<file path="src/rtl/ws2812_pixel_capture.sv">
// WS2812 pixel capture: sentinel-tracked shift register, per-pixel strobe, passthrough after last pixel.
// Optional macro SHIFT_REG_ERRCHK_EN enables the sticky o_short_frame check.
module ws2812_pixel_capture #(
  parameter int BITS_PER_PIXEL = 24,
  parameter int NUM_PIXELS     = 1,
  localparam int IDX_W = (NUM_PIXELS > 1) ? $clog2(NUM_PIXELS) : 1
) (
  input  logic                      i_clk,
  input  logic                      i_reset,
  input  logic                      i_shift_en,
  input  logic                      i_decode_bit,
  input  logic                      i_treset,
  output logic [BITS_PER_PIXEL-1:0] o_led_data,
  output logic                      o_pixel_valid,
  output logic [IDX_W-1:0]          o_pixel_index,
  output logic                      o_passthru_en,
  output logic                      o_short_frame
);

  localparam int B = BITS_PER_PIXEL;
  localparam logic [B:0]     SENT = {{B{1'b0}}, 1'b1};
  localparam logic [IDX_W:0] ONE  = {{IDX_W{1'b0}}, 1'b1};
  localparam logic [IDX_W:0] LAST = (IDX_W+1)'(NUM_PIXELS - 1);

  typedef enum logic [1:0] {
    S_SHIFT = 2'b01,
    S_PASS  = 2'b10
  } state_e;

  state_e           state_q, state_d;
  logic [B:0]       sr_q, sr_d;
  logic [IDX_W:0]   cnt_q, cnt_d;
  logic [B-1:0]     data_q, data_d;
  logic [IDX_W-1:0] idx_q, idx_d;
  logic             valid_q, valid_d;
  logic [B:0]       nxt;

`ifdef SHIFT_REG_ERRCHK_EN
  logic short_q, short_d;
`endif

  assign nxt = {sr_q[B-1:0], i_decode_bit};

  always_comb begin
    state_d = state_q;
    sr_d    = sr_q;
    cnt_d   = cnt_q;
    data_d  = data_q;
    idx_d   = idx_q;
    valid_d = 1'b0;
`ifdef SHIFT_REG_ERRCHK_EN
    short_d = short_q;
`endif
    if (i_treset) begin
`ifdef SHIFT_REG_ERRCHK_EN
      if (state_q == S_SHIFT &&
          (sr_q != SENT || cnt_q != '0))
        short_d = 1'b1;
`endif
      sr_d    = SENT;
      cnt_d   = '0;
      state_d = S_SHIFT;
    end else begin
      case (state_q)
        S_SHIFT: begin
          if (i_shift_en) begin
            // sentinel reaching the MSB marks a full pixel
            if (nxt[B]) begin
              data_d  = nxt[B-1:0];
              idx_d   = cnt_q[IDX_W-1:0];
              valid_d = 1'b1;
              sr_d    = SENT;
              cnt_d   = cnt_q + ONE;
              if (cnt_q == LAST)
                state_d = S_PASS;
            end else begin
              sr_d = nxt;
            end
          end
        end
        S_PASS: sr_d = SENT;
        default: begin
          state_d = S_SHIFT;
          sr_d    = SENT;
          cnt_d   = '0;
        end
      endcase
    end
  end

  always_ff @(posedge i_clk) begin
    if (i_reset) begin
      state_q <= S_SHIFT;
      sr_q    <= SENT;
      cnt_q   <= '0;
      data_q  <= '0;
      idx_q   <= '0;
      valid_q <= 1'b0;
`ifdef SHIFT_REG_ERRCHK_EN
      short_q <= 1'b0;
`endif
    end else begin
      state_q <= state_d;
      sr_q    <= sr_d;
      cnt_q   <= cnt_d;
      data_q  <= data_d;
      idx_q   <= idx_d;
      valid_q <= valid_d;
`ifdef SHIFT_REG_ERRCHK_EN
      short_q <= short_d;
`endif
    end
  end

  assign o_led_data    = data_q;
  assign o_pixel_valid = valid_q;
  assign o_pixel_index = idx_q;
  assign o_passthru_en = (state_q == S_PASS);

`ifdef SHIFT_REG_ERRCHK_EN
  assign o_short_frame = short_q;
`else
  assign o_short_frame = 1'b0;
`endif

endmodule

</file>
<file path="config.mk">
export PLATFORM = sky130hd
export DESIGN_NAME = ws2812_pixel_capture
export DESIGN_NICKNAME = d
export VERILOG_FILES = /design/src/rtl/ws2812_pixel_capture.sv
export SDC_FILE = /design/constraint.sdc
export NUM_CORES = 1
export LEC_CHECK = 0
export ABC_AREA = 0
export CAP_MARGIN = 20
export CORE_MARGIN = 1
export CORE_UTILIZATION = 48
export CTS_BUF_LIST = sky130_fd_sc_hd__clkbuf_4 sky130_fd_sc_hd__clkbuf_8 sky130_fd_sc_hd__clkbuf_16
export CTS_CLUSTER_DIAMETER = 30
export DETAILED_ROUTE_END_ITERATION = 8
export PLACE_DENSITY = 0.75
export REMOVE_ABC_BUFFERS = 1
export SLEW_MARGIN = 20
export SYNTH_ARGS = -nofsm -noshare
export SYNTH_HDL_FRONTEND = slang
export SYNTH_SLANG_ARGS = --single-unit
</file>
<file path="constraint.sdc">
create_clock -name i_clk -period 1.5 [get_ports i_clk]
set_clock_uncertainty 0.05 [all_clocks]
set_input_delay 0.15 -clock i_clk [delete_from_list [all_inputs] [get_ports i_clk]]
set_output_delay 0.15 -clock i_clk [all_outputs]
set_load 0.05 [all_outputs]
</file>
==> results of run 1 <==
==> flip-flops by register name (all words and copies together), names as in the netlist <==
name	count
cnt_q	2
sr_q	24
state_q	2
o_pixel_valid	1
o_led_data	24
o_pixel_index	1
==> stage by stage <==
stage	util [%]	setup WS (ps)	std cells	hold WS (ps)	cell area [sq um]
floorplan	-	-312	235	177	2140
global placement	59.2	-149	339	405	2630
detailed placement	59.2	-156	339	416	2630
CTS	61.4	114	347	391	2730
global route	61.4	65.1	347	417	2730
finish	61.4	122	347	394	2730
==> metal layers <==
| layer | global-route usage [%] | vias to the layer above |
|---|---|---|
| met3 | 2.99 | 8 |
| met2 | 31.3 | 36 |
| li1 | - | 922 |
| met1 | 26.2 | 804 |
| met4 | 8.00 | 0 |
| met5 | 0 | - |
==> cell families (layout without fill, tap and decap cells) <==
kind of cell | count (synthesis) | in the layout | synth area share [%]
AOI/OAI and AO/OA | 74 | 74 | 18.8
adders and majority gates | 1 | 1 | 0.552
buffers and inverters | 25 | 63 | 5.91
DFF | 54 | 54 | 47.7
other | 1 | 1 | 0.166
and+or+nand+nor | 102 | 102 | 26.8
==> cell type report <==
class	instances	area [sq um]
fill	418	1720
sequential	54	1080
multi-input combinational	178	1050
timing repair buffer	52	425
clock buffer	7	90.1
tap	52	65.1
inverter	3	11.3
clock inverter	1	5.00
==> cells in the final DEF (no fill, tap or decap), drive strengths merged <==
| cell | synthesis | final |
|---|---|---|
| o31ai | 2 | 2 |
| clkinv | 0 | 1 |
| o22a | 7 | 7 |
| conb | 1 | 1 |
| nor2 | 21 | 21 |
| clkdlybuf4s50 | 0 | 4 |
| nand4b | 1 | 1 |
| nand2 | 3 | 3 |
| a21oi | 25 | 25 |
| o21ai | 36 | 36 |
| o2bb2ai | 1 | 1 |
| a41oi | 1 | 1 |
| clkbuf | 14 | 7 |
| o22ai | 1 | 1 |
| inv | 3 | 3 |
| or4b | 1 | 1 |
| or2 | 1 | 1 |
| ha | 1 | 1 |
| buf | 8 | 48 |
| a21o | 1 | 1 |
| nand2b | 22 | 22 |
| nand3 | 1 | 1 |
| dfxtp | 54 | 54 |
| nor3 | 1 | 1 |
| nor2b | 47 | 47 |
| nand3b | 4 | 4 |
==> worst max-delay path: stages, from the launching register on <==
cell and delay [ps]:
dfxtp_1 350, or4b_4 610, buf_4 200, nor2_1 110
==> report_power, final <==
| part | switching, mW | internal, mW |
|---|---|---|
| logic | 0.0772 | 0.0500 |
| clock network | 0.448 | 0.391 |
| registers | 0.00191 | 1.43 |
==> final timing paths <==
path	from	end	slack, ps	cells past startpoint
min reg2reg	cnt_q[1]	cnt_q[1]	430	2
min	i_decode_bit	o_led_data[0]	390	3
max	state_q[1]	sr_q[9]	120	3
max reg2reg	state_q[1]	sr_q[9]	120	3
==> metrics.cfg, run 1 <==
[routing]
drtIter0Drc = 136
wl_met3_microns = 173
top_layer_used = met4
drt-met1-wl_mm = 2.12
met2WireLength_mm = 2.07
routed_via_density = 5.10
route.detailed.drc = 6
post_drt_wl_per_cell_microns = 12.8
first_pass_iters = 6
finalWirelength_mm = 4.44
vias = 1770
detail-route-antenna-nets = 0

[global_routing]
antenna_found_initial = 0
grt_pass1_wl_mm = 7.71
grt_start_max_net_pins = 21
first_global_vias = 1645
overflow = 0
grtUsageTotal_pct = 19.4

[clock_tree]
post_cts_buffers = 0
cts_tree = yes
path_clk_slew_ps = 90
cts-htree-levels = 2
cts-resized-gates = 0
cts_root_buf = clkbuf_8
cts_made_buffers = 5
cts_hold_buf = 0
cts_sinks = 54
worstSkewPairLatency_ps = 310
clockBufferDepth = 2

[power]
peakVddDrop_v = 0.000721
p_per_area_mw_per_mm2 = 881
p_total_mw = 2.40
p_leak_nw = 1.04

[die]
die_x_microns = 70.7
die_area_sq_mm = 0.00500
rows = 24
io_pins = 33
core_sq_mm = 0.00444
die_h_microns = 70.7
start_util_pct = 51.0

[cells_and_area]
drive_gt1_share_pct = 20.7
layout.nets = 300
area_delta_synth_final_pct = 20.4
antenna_cells = 0

[logic_synthesis]
synth-edff-count = 0
synth_top_area_cell = dfxtp_1
seq_area_frac_synth_pct = 47.7
ys.flop_type = dfxtp_1
synth_most_common_cell = dfxtp_1
ys_seq_elements = 54
syn_avg_cell_area_sq_um = 8.81
synth_cell_types = 29
ys_warn_count = 0
syn_area_sq_mm = 0.00226
synth_top_area_share_pct = 47.7
ys_async_sr_fraction_pct = 0
synth.top_cells.by_count = dfxtp_1, nor2b_1, a21oi_1
synthTopCellsByArea = dfxtp_1, nor2b_1, nand2b_1
syn_inst = 257

[placement]
port_buffers = 31
gp_congestion = 0.756
hpwl_mm = 3.08

[timing]
rsz0062_at_grt = false
period_share_pct = 91.9
fmax_mhz = 725
maxSlewViolCount = 0
setup_viol = 0
min_period_ps = 1380
hold_violations = 0
fin_tns_setup_ps = 0

[setup_path]
worstPathArrival_ps = 1570
endpoint_kind = register
crit_fanout = 9
crit_required_ps = 1690
crit_type = reg -> reg
startpoint_type = register

[run]
maxCapViolCount = 0

[min_path]
worstHoldPathType = in -> reg

[status]
status = finished, violations left
violations = DRC

No activity file was read; power rests on OpenSTA's default activity.
==> inputs of run 2 (changes only) <==
Settings changed: CORE_UTILIZATION 48 to 53, PLACE_DENSITY 0.75 to 0.78.
Clock period 1.5 ns to 1.55 ns, I/O delays scaled along.
==> run 2 against run 1 <==
Wire length up 1.3%. Critical path type is now reg -> out. Power down 5.3%. Final cell count down 2.3%. Largest power group unchanged. The flow now finishes without violations. Non-clock buffer count down 4. Critical path depth down 1.
==> metrics.cfg, run 2 (synthesis results as in run 1) <==
[status]
status = finished clean

[die]
die_h_microns = 67.4
core_sq_mm = 0.00406
start_util_pct = 55.8
die_area_sq_mm = 0.00454
io_pins = 33
rows = 23
die_x_microns = 67.4

[setup_path]
crit_fanout = 4
worstPathArrival_ps = 1290
crit_family = flip-flops
crit_type = reg -> out
rrSetupSlack_ps = 120
crit_chain = nor2b_1, buf_12
critPathBufInv = 1
slowest_stage = dfxtp_1
endpoint_kind = output port
cpPeakStageDelay_ps = 400
crit_required_ps = 1340
startpoint_type = register

[power]
p_per_area_mw_per_mm2 = 845
p_leak_nw = 1.02
peakVddDrop_v = 0.000625

[routing]
finalWirelength_mm = 4.50
detail-route-antenna-nets = 0
first_pass_iters = 4
route.detailed.drc = 0
vias = 1753
drtIter0Drc = 99
routed_via_density = 5.17
post_drt_wl_per_cell_microns = 13.3

[timing]
hold_violations = 0
min_period_ps = 1490
worst_slack_ps = 56.4
period_share_pct = 96.4
rsz0062_at_grt = false
setup_viol = 0
maxSlewViolCount = 0
whs_ps = 389
fmax_mhz = 670

[placement]
hpwl_mm = 3.06
gp_congestion = 0.763
preCtsSetupSlack_ps = -145
dp.cells = 333
port_buffers = 31
dpl-instance-area_sq_mm = 0.00261

[cells_and_area]
n_fill_cell = 354
layout_common_cells = dfxtp_1, nor2b_1, buf_4, a21oi_1, nand2b_1
drive_gt1_share_pct = 19.0
area_delta_synth_final_pct = 19.0
multi_input_area_sq_mm = 0.00105
final_common_cell = dfxtp_1
fin_cells = 339
layout.nets = 296
ff_latch_area_sq_mm = 0.00108
antenna_cells = 0
postLayoutCellArea_sq_mm = 0.00270

[clock_tree]
path_clk_slew_ps = 90
cts_hold_buf = 0
cts-htree-levels = 2
cts_tree = yes
post_cts_buffers = 0
cts_root_buf = clkbuf_8
cts_made_buffers = 5
cts_sinks = 54
clockBufferDepth = 2
cts-resized-gates = 0
worstSkewPairLatency_ps = 310

[global_routing]
antenna_found_initial = 0
first_global_vias = 1579
grt_pass1_wl_mm = 7.40
grt_start_max_net_pins = 28
overflow = 0
grtUsageTotal_pct = 22.3

[min_path]
worstHoldPathType = in -> reg

[run]
maxCapViolCount = 0

## run 2: cell count changes in the layout (fill, tap and decap cells not counted), sizes merged
| cell | delta |
|---|---|
| buf | -4 |
| clkinv | -1 |
| clkbuf | -1 |
## run 2: where the power goes
| part | switching, mW | internal [mW] | leakage (nW) |
|---|---|---|---|
| Combinational | 0.0732 | 0.0485 | 0.539 |
| Sequential | 0.00185 | 1.39 | 0.435 |
| Clock | 0.419 | 0.345 | 0.0431 |
| Total | 0.495 | 1.78 | 1.02 |
## run 2: final cells by class
type | count | area share (%)
sequential | 54 | 40.1
timing repair buffer | 48 | 15.1
clock buffer | 6 | 3.06
multi-input combinational | 178 | 39.0
inverter | 3 | 0.418
tap | 50 | 2.32
## run 2: final timing paths
path	startpoint	endpoint	cells past startpoint
worst max-delay path	state_q[1]	o_passthru_en	2
worst min-delay path	i_decode_bit	o_led_data[0]	3
worst max register to register	state_q[1]	sr_q[9]	3
worst min register to register	cnt_q[1]	cnt_q[1]	2
## run 2: per-layer routing
layer	GRT usage, %	vias to the layer above	share of wire [%]
li1	-	910	-
met5	0	-	0
met2	35.6	45	46
met3	4.39	10	4.4
met4	10.9	0	2.1
met1	28.5	788	47
## run 2: through the flow
stage	util (%)	total power, mW	TNS (ps)
after floorplan	-	1.46	-4180
after global placement	64.4	1.54	-2660
after detailed placement	64.4	1.54	-2980
after CTS	66.4	2.30	0
after global routing	66.4	2.36	0
final	66.4	2.28	0
## run 2: worst min-delay path, stage by stage
cell and delay (ps):
clkdlybuf4s50_1 400, inv_1 80, o31ai_2 70
==> inputs of run 3 (changes only) <==
Settings changed: CELL_PAD_IN_SITES_DETAIL_PLACEMENT from default to 1, CELL_PAD_IN_SITES_GLOBAL_PLACEMENT from default to 2, CORE_UTILIZATION 53 to 32, PLACE_DENSITY 0.78 to 0.77.
==> run 3 against run 2 <==
Die area rose by 63%. Via count rose by 3.7%. Register-to-register slack improved by 20 ps. First-iteration DRC count fell by 57%. Critical path depth rose by 1.
==> metrics.cfg, run 3 (synthesis results as in run 1) <==
[timing]
maxSlewViolCount = 0
fin_tns_setup_ps = 0
hold_violations = 0
min_period_ps = 1410
rsz0062_at_grt = false
setup_viol = 0
period_share_pct = 91.1
fmax_mhz = 708

[cells_and_area]
ff_latch_area_sq_mm = 0.00108
layout.nets = 298
layout_common_cells = dfxtp_1, nor2b_1, buf_4, a21oi_1, nand2b_1
area_delta_synth_final_pct = 21.7
postLayoutCellArea_sq_mm = 0.00276
multi_input_area_sq_mm = 0.00105
antenna_cells = 0
n_fill_cell = 829
fin_cells = 389
final_common_cell = dfxtp_1
drive_gt1_share_pct = 20.1

[die]
start_util_pct = 33.2
rows = 30
core_sq_mm = 0.00683
die_h_microns = 86.1
io_pins = 33
die_x_microns = 86.1
die_area_sq_mm = 0.00742

[clock_tree]
post_cts_buffers = 0
clockBufferDepth = 2
cts_made_buffers = 5
path_clk_slew_ps = 90
cts_sinks = 54
cts-resized-gates = 0
cts_root_buf = clkbuf_8
cts_tree = yes
cts-htree-levels = 2
worstSkewPairLatency_ps = 300
cts_hold_buf = 0

[power]
switchingPower_mw = 0.526
p_total_mw = 2.34
power_frac_clock_pct = 35.3
seqPwrFrac_pct = 59.4
power.internal_mw = 1.81
p_per_area_mw_per_mm2 = 849
switching_share_pct = 22.5
p_leak_nw = 1.03
peakVddDrop_v = 0.000373
combPwrFrac_pct = 5.3

[placement]
dp.cells = 381
gp_congestion = 0.673
hpwl_mm = 3.62
dpl-instance-area_sq_mm = 0.00266
port_buffers = 31

[global_routing]
antenna_found_initial = 0
first_global_vias = 1785
grt_start_max_net_pins = 23
grtUsageTotal_pct = 15.8
grt_pass1_wl_mm = 9.00
overflow = 0

[routing]
route.detailed.drc = 0
routed_via_density = 4.67
post_drt_wl_per_cell_microns = 13.6
first_pass_iters = 4
detail-route-antenna-nets = 0
vias = 1817
drtIter0Drc = 43
finalWirelength_mm = 5.29

[status]
status = finished clean

[setup_path]
crit_type = reg -> reg
crit_fanout = 12
startpoint_type = register
endpoint_kind = register
worstPathArrival_ps = 1600
crit_required_ps = 1740

[run]
maxCapViolCount = 0

[min_path]
worstHoldPathType = in -> reg

[run 3: routing by layer]
metal,up-vias,GRT usage (%),part of all wire [%]
met1,871,20.1,49
li1,920,-,-
met4,0,5.00,1.0
met2,20,26.7,47
met5,-,0,0
met3,6,3.18,2.5
[run 3: path summary, 6_finish.rpt]
check                           cells past startpoint       endpoint  slack (ps)          from
worst max-delay path                                3       sr_q[18]         140    state_q[1]
worst min-delay path                                3  o_led_data[0]         410  i_decode_bit
worst max register to register                      3       sr_q[18]         140    state_q[1]
worst min register to register                      2       cnt_q[1]         430      cnt_q[1]
[run 3: worst max-delay path: stages (launching register included)]
cell and delay [ps]:
dfxtp_1 350, or4b_4 600, buf_4 210, a21oi_1 130
[run 3: layout make-up]
class | instances | share of cell area [%]
Sequential cell | 54 | 39.2
Multi-Input combinational cell | 178 | 38.1
Timing Repair Buffer | 50 | 14.4
Clock buffer | 7 | 3.27
Inverter | 3 | 0.409
Tap cell | 96 | 4.36
Clock inverter | 1 | 0.182
[run 3: power groups by stage]
stage / clock (mW) / combinational, mW / sequential [mW]
final: 0.826 / 0.124 / 1.39
after global routing: 0.918 / 0.138 / 1.39
after global placement: 0 / 0.127 / 1.42
after CTS: 0.871 / 0.127 / 1.39
after floorplan: 0 / 0.0386 / 1.42
after detailed placement: 0 / 0.126 / 1.42
[run 3: stage by stage]
stage / setup WS [ps] / utilization, % / hold slack (ps)
floorplan: -262 / - / 182
global placement: -159 / 38.9 / 405
detailed placement: -141 / 38.9 / 413
CTS: 125 / 40.3 / 400
global route: 86.6 / 40.3 / 439
finish: 137 / 40.3 / 406
